$ cat src/rtl/cbx_feedthrough_pipe_if.sv
// Channel feedthrough bus: track data, mask scan chain, register chain and
// pipeline status. The master side drives the inputs; the pipe is the slave.
interface cbx_feedthrough_pipe_if #(
    parameter int CHAN_WIDTH = 20
);
    logic                  config_enable;
    logic                  sc_head_in;
    logic                  sc_head_out;
    logic [CHAN_WIDTH-1:0] chanx_left_in;
    logic [CHAN_WIDTH-1:0] chanx_right_in;
    logic [CHAN_WIDTH-1:0] chanx_right_out;
    logic [CHAN_WIDTH-1:0] chanx_left_out;
    logic                  REG_IN_FEEDTHROUGH;
    logic                  REG_OUT_FEEDTHROUGH;
    logic                  pipe_ready;

    modport master (
        output config_enable, sc_head_in, chanx_left_in, chanx_right_in,
               REG_IN_FEEDTHROUGH,
        input  sc_head_out, chanx_right_out, chanx_left_out,
               REG_OUT_FEEDTHROUGH, pipe_ready
    );

    modport slave (
        input  config_enable, sc_head_in, chanx_left_in, chanx_right_in,
               REG_IN_FEEDTHROUGH,
        output sc_head_out, chanx_right_out, chanx_left_out,
               REG_OUT_FEEDTHROUGH, pipe_ready
    );
endinterface

$ cat src/rtl/cbx_feedthrough_pipe.sv
// Retimed horizontal channel feedthrough.
// Every track goes through a PIPE_DEPTH-deep register chain. With
// CBX_FT_BYPASS_EN defined, a 2*CHAN_WIDTH-bit scan-loaded mask selects
// per-track zero-latency bypass; without it all tracks are always registered
// and the scan chain collapses to a single flop.

// One track: PIPE_DEPTH retiming flops plus the bypass select.
module cbx_ft_track #(
    parameter int PIPE_DEPTH = 2
) (
    input  logic clk,
    input  logic rst,
    input  logic d,
    input  logic byp,
    output logic q
);
    logic [PIPE_DEPTH-1:0] stg;

    // retiming chain, keeps shifting regardless of config mode
    always_ff @(posedge clk) begin
        if (rst) begin
            stg <= '0;
        end else begin
            stg[0] <= d;
            for (int i = 1; i < PIPE_DEPTH; i++) stg[i] <= stg[i-1];
        end
    end

    assign q = byp ? d : stg[PIPE_DEPTH-1];
endmodule

module cbx_feedthrough_pipe #(
    parameter int CHAN_WIDTH = 20,
    parameter int PIPE_DEPTH = 2
) (
    input logic                   clk,
    input logic                   pReset,
    cbx_feedthrough_pipe_if.slave bus
);
    localparam int          NUM_TRK  = 2 * CHAN_WIDTH;
    localparam logic [2:0]  FILL_MAX = 3'(PIPE_DEPTH);

    generate
        if (PIPE_DEPTH < 1 || PIPE_DEPTH > 4) begin : g_bad_depth
            $error("cbx_feedthrough_pipe: PIPE_DEPTH must be 1..4");
        end
    endgenerate

    // Track vector: low half is right-going (left_in -> right_out),
    // high half left-going, matching the mask bit layout.
    logic [NUM_TRK-1:0] trk_in;
    logic [NUM_TRK-1:0] trk_out;
    logic [NUM_TRK-1:0] byp;
    logic [2:0]         fill;
    logic               reg_ft_q;

    assign trk_in = {bus.chanx_right_in, bus.chanx_left_in};

`ifdef CBX_FT_BYPASS_EN
    logic [NUM_TRK-1:0] mask;

    // bypass mask scan chain; reset wins over shifting
    always_ff @(posedge clk) begin
        if (pReset)                 mask <= '0;
        else if (bus.config_enable) mask <= {mask[NUM_TRK-2:0], bus.sc_head_in};
    end

    assign byp             = mask;
    assign bus.sc_head_out = mask[NUM_TRK-1];
`else
    logic sc_q;

    // without a mask the scan chain is a single pass-through flop
    always_ff @(posedge clk) begin
        if (pReset)                 sc_q <= 1'b0;
        else if (bus.config_enable) sc_q <= bus.sc_head_in;
    end

    assign byp             = '0;
    assign bus.sc_head_out = sc_q;
`endif

    generate
        for (genvar t = 0; t < NUM_TRK; t++) begin : g_trk
            cbx_ft_track #(.PIPE_DEPTH(PIPE_DEPTH)) u_trk (
                .clk (clk),
                .rst (pReset),
                .d   (trk_in[t]),
                .byp (byp[t]),
                .q   (trk_out[t])
            );
        end
    endgenerate

    // outputs are quiet while the mask is being loaded
    assign {bus.chanx_left_out, bus.chanx_right_out} =
        bus.config_enable ? '0 : trk_out;

    // saturating fill count: pipeline holds fresh data once it reaches depth
    always_ff @(posedge clk) begin
        if (pReset || bus.config_enable) fill <= '0;
        else if (fill != FILL_MAX)       fill <= fill + 3'd1;
    end

    assign bus.pipe_ready = (fill == FILL_MAX);

    // independent one-flop register chain
    always_ff @(posedge clk) begin
        if (pReset) reg_ft_q <= 1'b0;
        else        reg_ft_q <= bus.REG_IN_FEEDTHROUGH;
    end

    assign bus.REG_OUT_FEEDTHROUGH = reg_ft_q;
endmodule
$ cat src/flat_wrapper.sv
// flat-port wrapper written by rule: the top's interface ports become plain ports
module cbx_feedthrough_pipe_flat 
#(
    parameter int CHAN_WIDTH = 20,
    parameter int PIPE_DEPTH = 2
)
  (clk, pReset, bus_config_enable, bus_sc_head_in, bus_chanx_left_in, bus_chanx_right_in, bus_REG_IN_FEEDTHROUGH, bus_sc_head_out, bus_chanx_right_out, bus_chanx_left_out, bus_REG_OUT_FEEDTHROUGH, bus_pipe_ready);
  cbx_feedthrough_pipe_if #(.CHAN_WIDTH(CHAN_WIDTH)) bus_i ();
  input logic clk;
  input logic pReset;
  input wire logic [$bits(bus_i.config_enable)-1:0] bus_config_enable;
  input wire logic [$bits(bus_i.sc_head_in)-1:0] bus_sc_head_in;
  input wire logic [$bits(bus_i.chanx_left_in)-1:0] bus_chanx_left_in;
  input wire logic [$bits(bus_i.chanx_right_in)-1:0] bus_chanx_right_in;
  input wire logic [$bits(bus_i.REG_IN_FEEDTHROUGH)-1:0] bus_REG_IN_FEEDTHROUGH;
  output wire logic [$bits(bus_i.sc_head_out)-1:0] bus_sc_head_out;
  output wire logic [$bits(bus_i.chanx_right_out)-1:0] bus_chanx_right_out;
  output wire logic [$bits(bus_i.chanx_left_out)-1:0] bus_chanx_left_out;
  output wire logic [$bits(bus_i.REG_OUT_FEEDTHROUGH)-1:0] bus_REG_OUT_FEEDTHROUGH;
  output wire logic [$bits(bus_i.pipe_ready)-1:0] bus_pipe_ready;
  assign bus_i.config_enable = bus_config_enable;
  assign bus_i.sc_head_in = bus_sc_head_in;
  assign bus_i.chanx_left_in = bus_chanx_left_in;
  assign bus_i.chanx_right_in = bus_chanx_right_in;
  assign bus_i.REG_IN_FEEDTHROUGH = bus_REG_IN_FEEDTHROUGH;
  assign bus_sc_head_out = bus_i.sc_head_out;
  assign bus_chanx_right_out = bus_i.chanx_right_out;
  assign bus_chanx_left_out = bus_i.chanx_left_out;
  assign bus_REG_OUT_FEEDTHROUGH = bus_i.REG_OUT_FEEDTHROUGH;
  assign bus_pipe_ready = bus_i.pipe_ready;
  cbx_feedthrough_pipe #(.CHAN_WIDTH(CHAN_WIDTH), .PIPE_DEPTH(PIPE_DEPTH)) u_core (.clk(clk), .pReset(pReset), .bus(bus_i));
endmodule
$ cat config.mk
export PLATFORM = sky130hd
export DESIGN_NAME = cbx_feedthrough_pipe_flat
export DESIGN_NICKNAME = d
export VERILOG_FILES = /design/src/rtl/cbx_feedthrough_pipe_if.sv /design/src/rtl/cbx_feedthrough_pipe.sv /design/src/flat_wrapper.sv
export SDC_FILE = /design/constraint.sdc
export NUM_CORES = 1
export LEC_CHECK = 0
export ABC_AREA = 1
export CORE_MARGIN = 2
export CORE_UTILIZATION = 35
export DETAILED_ROUTE_END_ITERATION = 6
export PLACE_DENSITY_LB_ADDON = 0.08
export SYNTH_ARGS = -nofsm -noshare
export SYNTH_HDL_FRONTEND = slang
export SYNTH_SLANG_ARGS = --single-unit
$ cat constraint.sdc
create_clock -name clk -period 3.4 [get_ports clk]
set_clock_uncertainty 0.2 [all_clocks]
set_input_delay 0.68 -clock clk [delete_from_list [all_inputs] [get_ports clk]]
set_output_delay 0.68 -clock clk [all_outputs]
set_load 0.02 [all_outputs]
; ---- After elaboration in Yosys (flattened, before gate mapping)
; Index checks and enable logic that the tools add are counted.
[totals]
elab_cells = 48
output_inout_bits = 43
regBits = 85
inputBits = 45
[op_classes]
n_reduce_logical = 1
eq_ne = 2
add_sub_neg = 1
n_mux = 1
[ops]
columns = op, count
row1 = two-way mux 40 bit, 1
row2 = adder 3 x 1 -> 3 bit (second input constant), 1
row3 = equality test 3 x 2 -> 1 bit (second input constant), 1
row4 = inequality test 3 x 2 -> 1 bit (second input constant), 1
row5 = logical OR 1 bit, 1

; ---- Logic depth before layout (Yosys ltp)
; Gate-level depths: netlist (run 1).
[depth]
ltp_word = 1
depth_mapped = 6
depth_no_buf = 6

; ---- Cells and area by module
; Synthesis (run 1) repeated with hierarchy kept, for this count alone.
[hier_totals]
cells_unflattened = 517
hier_area_um2 = 3497.1
[by_module_without_submodules]
columns = mod, instances, cells_each, area_each_um2, seq_area_each_um2
row1 = cbx_ft_track, 40, 10, 72.6, 40.0
row2 = cbx_feedthrough_pipe, 1, 117, 594.3, 100.1

; ---- Worst setup path after synthesis (run 1)
; OpenSTA, ideal clock, no wires.
[synth_path]
path_kind = input-to-output
start = input port bus_config_enable
end = output port bus_chanx_left_out[0]
arrival_ns = 1.295
path_buffers = 2
setup_slack_ns = 1.225
cell_stages = 3
t_required_ns = 2.520
cell_sequence = buf_2 -> buf_2 -> nor2_1
[synth_between]
elab_chain_len = 1
[synth_lines]
columns = item, line
row1 = "start, declared", flat_wrapper.sv:11  ; input wire logic [$bits(bus_i.config_enable)-1:0] bus_config_enable;
row2 = two-way mux 40 bit, cbx_feedthrough_pipe.sv:97  ; bus.config_enable ? '0 : trk_out;
row3 = "end, declared", flat_wrapper.sv:18  ; output wire logic [$bits(bus_i.chanx_left_out)-1:0] bus_chanx_left_out;
; No other way between the ends.

; ---- Final worst setup path (run 1)
[layout_path]
start = input port bus_config_enable
end = output port bus_chanx_right_out[3]
[layout_between]
elab_chain_len = 1
[layout_lines]
columns = item, line
row1 = two-way mux 40 bit, cbx_feedthrough_pipe.sv:97
row2 = "end, declared", flat_wrapper.sv:17  ; output wire logic [$bits(bus_i.chanx_right_out)-1:0] bus_chanx_right_out;
; No other way between the ends.

==> results of run 1 <==
cell families (layout without fill, tap and decap cells):
| kind of cell | Yosys count | in the layout | synth area share |
|---|---|---|---|
| buffers and inverters | 141 | 232 | 0.216 |
| AND/OR/NAND/NOR | 134 | 134 | 0.178 |
| flip-flops | 85 | 85 | 0.591 |
| adder cells (fa/ha/maj) | 2 | 2 | 0.00868 |
| AO/OA/AOI/OAI | 2 | 2 | 0.00347 |
| XOR/XNOR | 1 | 1 | 0.00304 |
final cells by class:
type                       count  area, sq um  area share
clock buffer                  11          141      0.0354
clock inverter                 5         83.8      0.0210
inverter                     127          477       0.119
multi-input combinational    139          557       0.139
sequential                    85         1700       0.426
tap                          105          131      0.0329
timing repair buffer          89          901       0.226
state kept, by name, indices dropped and copies added (netlist names):
register and count:
u_core.fill 3, u_core.bus.REG_OUT_FEEDTHROUGH 1, u_core.bus.sc_head_out 1, u_core.g_trk.u_trk.stg 80
Yosys cell counts:
cell type | count | area, sq um
sky130_fd_sc_hd__buf_6 | 1 | 11.3
sky130_fd_sc_hd__a21oi_1 | 1 | 5.00
sky130_fd_sc_hd__buf_2 | 5 | 25.0
sky130_fd_sc_hd__ha_1 | 2 | 25.0
sky130_fd_sc_hd__clkbuf_8 | 8 | 110
sky130_fd_sc_hd__nor2_1 | 127 | 477
sky130_fd_sc_hd__o21ai_0 | 1 | 5.00
sky130_fd_sc_hd__dfxtp_1 | 85 | 1700
sky130_fd_sc_hd__nand3_1 | 2 | 10.0
sky130_fd_sc_hd__inv_1 | 127 | 477
sky130_fd_sc_hd__nor2_4 | 1 | 11.3
sky130_fd_sc_hd__xnor2_1 | 1 | 8.76
sky130_fd_sc_hd__nand2_1 | 4 | 15.0
through the flow:
step | area, sq um | power [uW] | utilization | worst slack, ns
finish | 3990 | 2010 | 0.493 | 0.660
global route | 3990 | 2110 | 0.493 | 0.518
CTS | 3990 | 2050 | 0.493 | 0.635
detailed placement | 3770 | 1260 | 0.466 | 0.653
global placement | 3770 | 1250 | 0.466 | 0.678
floorplan | 2880 | 1170 | - | 1.23
layout by cell type, fill, tap and decap left out, types with 2 or more instances in the layout:
cell type / synthesis / routed
sky130_fd_sc_hd__nor2_1: 127 / 127
sky130_fd_sc_hd__inv_1: 127 / 127
sky130_fd_sc_hd__clkdlybuf4s50_1: 0 / 85
sky130_fd_sc_hd__nand2_1: 4 / 4
sky130_fd_sc_hd__bufinv_16: 0 / 2
sky130_fd_sc_hd__ha_1: 2 / 2
sky130_fd_sc_hd__nand3_1: 2 / 2
sky130_fd_sc_hd__clkbuf_8: 8 / 10
sky130_fd_sc_hd__buf_2: 5 / 2
sky130_fd_sc_hd__buf_12: 0 / 2
sky130_fd_sc_hd__clkinvlp_4: 0 / 2
sky130_fd_sc_hd__dfxtp_1: 85 / 85
power by group through the flow:
| stage | logic [uW] | clock network (uW) | registers [uW] |
|---|---|---|---|
| final | 179 | 783 | 1050 |
| after CTS | 183 | 811 | 1050 |
| after floorplan | 99.1 | 0 | 1080 |
| after global routing | 203 | 851 | 1060 |
| after global placement | 180 | 0 | 1080 |
| after detailed placement | 182 | 0 | 1080 |
per-layer routing:
layer  global-route usage  wire (um)
met5                    0          0
met4               0.0688         92
met3               0.0351        325
met2                0.168       2090
met1                0.136       2110
tightest hold or removal path, stage by stage (launching register included):
cell                      delay, ns
sky130_fd_sc_hd__dfxtp_1       0.30
sky130_fd_sc_hd__inv_1         0.04
sky130_fd_sc_hd__nor2_1        0.03
final timing paths:
path                                 startpoint                            end  slack, ns
setup reg to reg                 u_core.fill[0]                 u_core.fill[0]       2.13
hold / removal    u_core.g_trk[37].u_trk.stg[0]  u_core.g_trk[37].u_trk.stg[1]       0.20
hold reg to reg   u_core.g_trk[37].u_trk.stg[0]  u_core.g_trk[37].u_trk.stg[1]       0.20
setup / recovery              bus_config_enable         bus_chanx_right_out[3]       0.66
==> results.md, run 1 <==
- Result of the run: finished clean
- Number of buffer and inverter instances along the worst setup path: 3
- Number of nets in the layout: 498
- CTS Buf Count: 9
- Cell row count: 33
- Switching power summed over all nets: 443 uW
- Clock power share: 0.389
- Startpoint Class: primary input
- Fraction of layout cells with a size suffix above 1: 0.0439
- Crit path kind: in -> out
- Number of antenna violations at the first check in global routing: 0
- Critical Path Sink Type: primary output
- Flip-flop and latch count after synthesis: 85
- Ratio of final minimum period to clock period: 0.806
- Average instance area after synthesis: 7.89 sq um
- Filler Cells Inserted: 827
- # setup viols final: 0
- Chip width: 94.7 um
- Number of gates given a new drive strength after cts: 0
- Total wire length: 4.62 mm
- Pin slew with the least headroom to its limit: 0.656 ns
- Setup repair after global routing missed its margin: false
- Upper clock frequency limit: 365 MHz
- Post-CTS Hold Buffers: 0
- Critical path's top delay family: buffers and inverters
- I/O Pins: 88
- First-pass GRT wire length: 7.56 mm
- Setup TNS: 0 ns
- Number of levels the H-tree was split into: 3
- Height of the die: 94.7 um
- Final slew viol count: 0
- Max incr delay on CP: 0.61 ns
- Levels on crit path: 4
- Count of inserted antenna diode cells: 0
- Antenna viol nets, final: 0
- Number of instances in the synthesized netlist: 365
- Post-Synthesis Net Count: 412
- Area of the core region: 8090 sq um
- Synthesized area: 2880 sq um
- Clock tree from TritonCTS: done
- Relative slew margins: 0.563
- Number of remaining DRC errors: 0
- Areal power density over the cells: 505 nW/um^2
- Latest clock arrival within the worst-skew pair: 0.34 ns
- Buffers from clock root to sink, at most: 2
- Critical path peak fanout: 27
- Required arrival time at the worst endpoint: 2.52 ns
- Die ar.: 8970 sq um
- Critical-path cell with the highest stage delay: sky130_fd_sc_hd__clkdlybuf4s50_1
- Share of synthesized area occupied by flip-flops and latches: 0.591
- Worst slack on hold paths: 0.197 ns
- DP HPWL: 3.13 mm
- Max capacitance violation total: 0
- Comb pwr share: 0.089
- Sequential cell fraction of total power: 0.522
- Initial drt markers: 28
- CTS Root Cell: sky130_fd_sc_hd__clkbuf_8
- Total number of vias: 2,079
- Hold Violations, Final: 0
- Post-layout min period: 2.74 ns
- Number of iterations in the first detailed-routing pass: 4
- Cell-internal power: 1570 uW
- Worst path cell trace: buf_2 > buf_12 > nor2_1 > clkdlybuf4s50_1
- Warning count from the yosys run: 0
- R2r worst-path depth: 6
- Routability cong.: 0.659
- Hold path depth: 2
- Clock-pin slew reported for the worst setup and hold paths after clock tree synthesis: 0.08 ns
- Count of non-filler cells in the finished layout: 561
- Global router's overall resource usage: 0.111
- Classification of the worst-slack hold path: reg -> reg
- Setup bufs post-CTS: 0
- Initial core utilization: 0.356
- Leakage power summed over all cells: 0.00185 uW
- Sum of overflow across all layers after global routing: 0
- Switching Share: 0.220
- Count of buffers inserted at the top-level ports: 87
- Largest net degree at the start of global routing: 49
- Via density per instance: 3.71
- Via count of the first global-routing pass: 1,687
- Average detailed-routed wire length per instance: 8.24 um
- Number of sinks driven by the clock tree: 85
- Total placed cells including tap cells: 545
- Growth of design area from synthesis to finish: 38.6%
- Arrival time of the worst setup path: 1.86 ns
- Number of distinct library cell variants in the gate-level netlist after synthesis: 13
- Worst IR Drop VDD: 0.000226 V
Note: power is estimated with default switching activity, not from simulation.
==> run 2: changes to the inputs <==
==> constraint.sdc (replaced) <==
create_clock -name clk -period 2.6 [get_ports clk]
set_clock_uncertainty 0.2 [all_clocks]
set_input_delay 0.52 -clock clk [delete_from_list [all_inputs] [get_ports clk]]
set_output_delay 0.52 -clock clk [all_outputs]
set_load 0.02 [all_outputs]
==> results.md, run 2 (same netlist as run 1, synthesis figures left out) <==
- Leading registers by flop count: u_core.g_trk.u_trk.stg x80, u_core.fill x3
- Number of gates given a new drive strength after cts: 0
- Via count of the first global-routing pass: 1,759
- Count of inserted antenna diode cells: 0
- Cell-internal power: 1830 uW
- Height of the die: 94.7 um
- Cell repeated most along the worst path: sky130_fd_sc_hd__inv_1
- Required arrival time at the worst endpoint: 1.88 ns
- Switching Share: 0.229
- Total power: 2370 uW
- Number of iterations in the first detailed-routing pass: 3
- Count of buffers inserted at the top-level ports: 87
- Setup repair after global routing missed its margin: false
- Setup bufs post-CTS: 0
- Critical Path Sink Type: primary output
- Relative slew margins: 0.697
- DP HPWL: 3.08 mm
- Max incr delay on CP: 0.65 ns
- Startpoint Class: flip-flop
- Chip width: 94.7 um
- Result of the run: finished clean
- Antenna viol nets, final: 0
- Arrival time of the worst setup path: 1.80 ns
- Leakage power summed over all cells: 0.00183 uW
- Crit path kind: reg -> out
- Post-layout min period: 2.52 ns
- Number of levels the H-tree was split into: 3
- Number of buffer and inverter instances along the worst setup path: 3
- Worst IR Drop VDD: 0.000259 V
- Areal power density over the cells: 604 nW/um^2
- Die ar.: 8970 sq um
- Initial drt markers: 39
- Number of sinks driven by the clock tree: 85
- Ratio of final minimum period to clock period: 0.968
- Sequential cell fraction of total power: 0.581
- Total number of vias: 2,063
- Hold Violations, Final: 0
- Latest clock arrival within the worst-skew pair: 0.33 ns
- I/O Pins: 88
- Post-CTS Hold Buffers: 0
- First-pass GRT wire length: 7.49 mm
- Max capacitance violation total: 0
- Upper clock frequency limit: 397 MHz
- Number of nets in the layout: 499
- Area of the core region: 8090 sq um
- Critical-path cell with the highest stage delay: sky130_fd_sc_hd__clkdlybuf4s50_1
- Worst path cell trace: inv_1 > ha_1 > inv_1 > nor2_1 > clkdlybuf4s50_1
- Slack of the worst reg-to-reg path: 1.38 ns
- Critical path's top delay family: buffers and inverters
- Buffers from clock root to sink, at most: 2
- Comb pwr share: 0.098
- Number of antenna violations at the first check in global routing: 0
- # setup viols final: 0
- CTS Root Cell: sky130_fd_sc_hd__clkbuf_8
- Growth of design area from synthesis to finish: 36.1%
- Commonest cells after routing, fill and taps aside: 127 x sky130_fd_sc_hd__inv_1, 127 x sky130_fd_sc_hd__nor2_1, 85 x sky130_fd_sc_hd__clkdlybuf4s50_1, 85 x sky130_fd_sc_hd__dfxtp_1, 9 x sky130_fd_sc_hd__clkbuf_8
- Routability cong.: 0.666
- Switching power summed over all nets: 541 uW
- Total wire length: 4.49 mm
- Critical path peak fanout: 3
- Cell row count: 33
- Classification of the worst-slack hold path: reg -> reg
- Fraction of layout cells with a size suffix above 1: 0.0438
- Final slew viol count: 0
- Register with the most flip-flops: u_core.g_trk.u_trk.stg
- Flip-flop count of the largest register after layout: 80
- Sum of overflow across all layers after global routing: 0
- Clock-pin slew reported for the worst setup and hold paths after clock tree synthesis: 0.08 ns
- Initial core utilization: 0.356
- Setup TNS: 0 ns
- Worst slack on hold paths: 0.199 ns
- Via density per instance: 3.67
- Global router's overall resource usage: 0.110
- Pin slew with the least headroom to its limit: 0.454 ns
- CTS Buf Count: 9
- Average detailed-routed wire length per instance: 7.99 um
- Clock power share: 0.320
- Number of remaining DRC errors: 0
- Clock tree from TritonCTS: done
- Largest net degree at the start of global routing: 45
[run 2: stage by stage]
step                area [sq um]  setup slack (ns)   util  instances
floorplan                   2880             0.745      -        365
global placement            3760             0.263  0.465        546
detailed placement          3760             0.264  0.465        546
CTS                         3920            0.0472  0.485        562
global route                3920          0.000728  0.485        562
finish                      3920            0.0820  0.485        562
[run 2: worst reg2reg max path: stages (launching register included)]
cell	delay, ns
sky130_fd_sc_hd__dfxtp_1	0.32
sky130_fd_sc_hd__inv_1	0.09
sky130_fd_sc_hd__ha_1	0.19
sky130_fd_sc_hd__inv_1	0.06
sky130_fd_sc_hd__nor2_1	0.17
sky130_fd_sc_hd__nor2_1	0.06
sky130_fd_sc_hd__nor2_1	0.09
[run 2: cell type report]
type	count	area (sq um)
Clock buffer	11	131
Clock inverter	5	27.5
Fill cell	837	4170
Inverter	127	477
Multi-Input combinational cell	139	557
Sequential cell	85	1700
Tap cell	105	131
Timing Repair Buffer	90	896
[run 2: path summary, 6_finish.rpt]
kind,end,cells past startpoint,start
hold / removal,u_core.g_trk[22].u_trk.stg[1],2,u_core.g_trk[22].u_trk.stg[0]
setup / recovery,bus_pipe_ready,5,u_core.fill[0]
setup reg to reg,u_core.fill[0],6,u_core.fill[0]
hold reg to reg,u_core.g_trk[22].u_trk.stg[1],2,u_core.g_trk[22].u_trk.stg[0]
[run 2: power by group through the flow]
stage | sequential, uW | clock (uW) | combinational (uW)
floorplan | 1410 | 0 | 130
global placement | 1410 | 0 | 234
detailed placement | 1410 | 0 | 237
CTS | 1380 | 806 | 238
global route | 1380 | 860 | 262
finish | 1380 | 758 | 233
[run 2: metal layers]
metal	track usage	vias to the layer above	part of all wire
met5	0	-	0
met4	0.0688	0	0.025
met3	0.0343	11	0.065
met2	0.187	54	0.47
met1	0.118	859	0.43
li1	-	1139	-
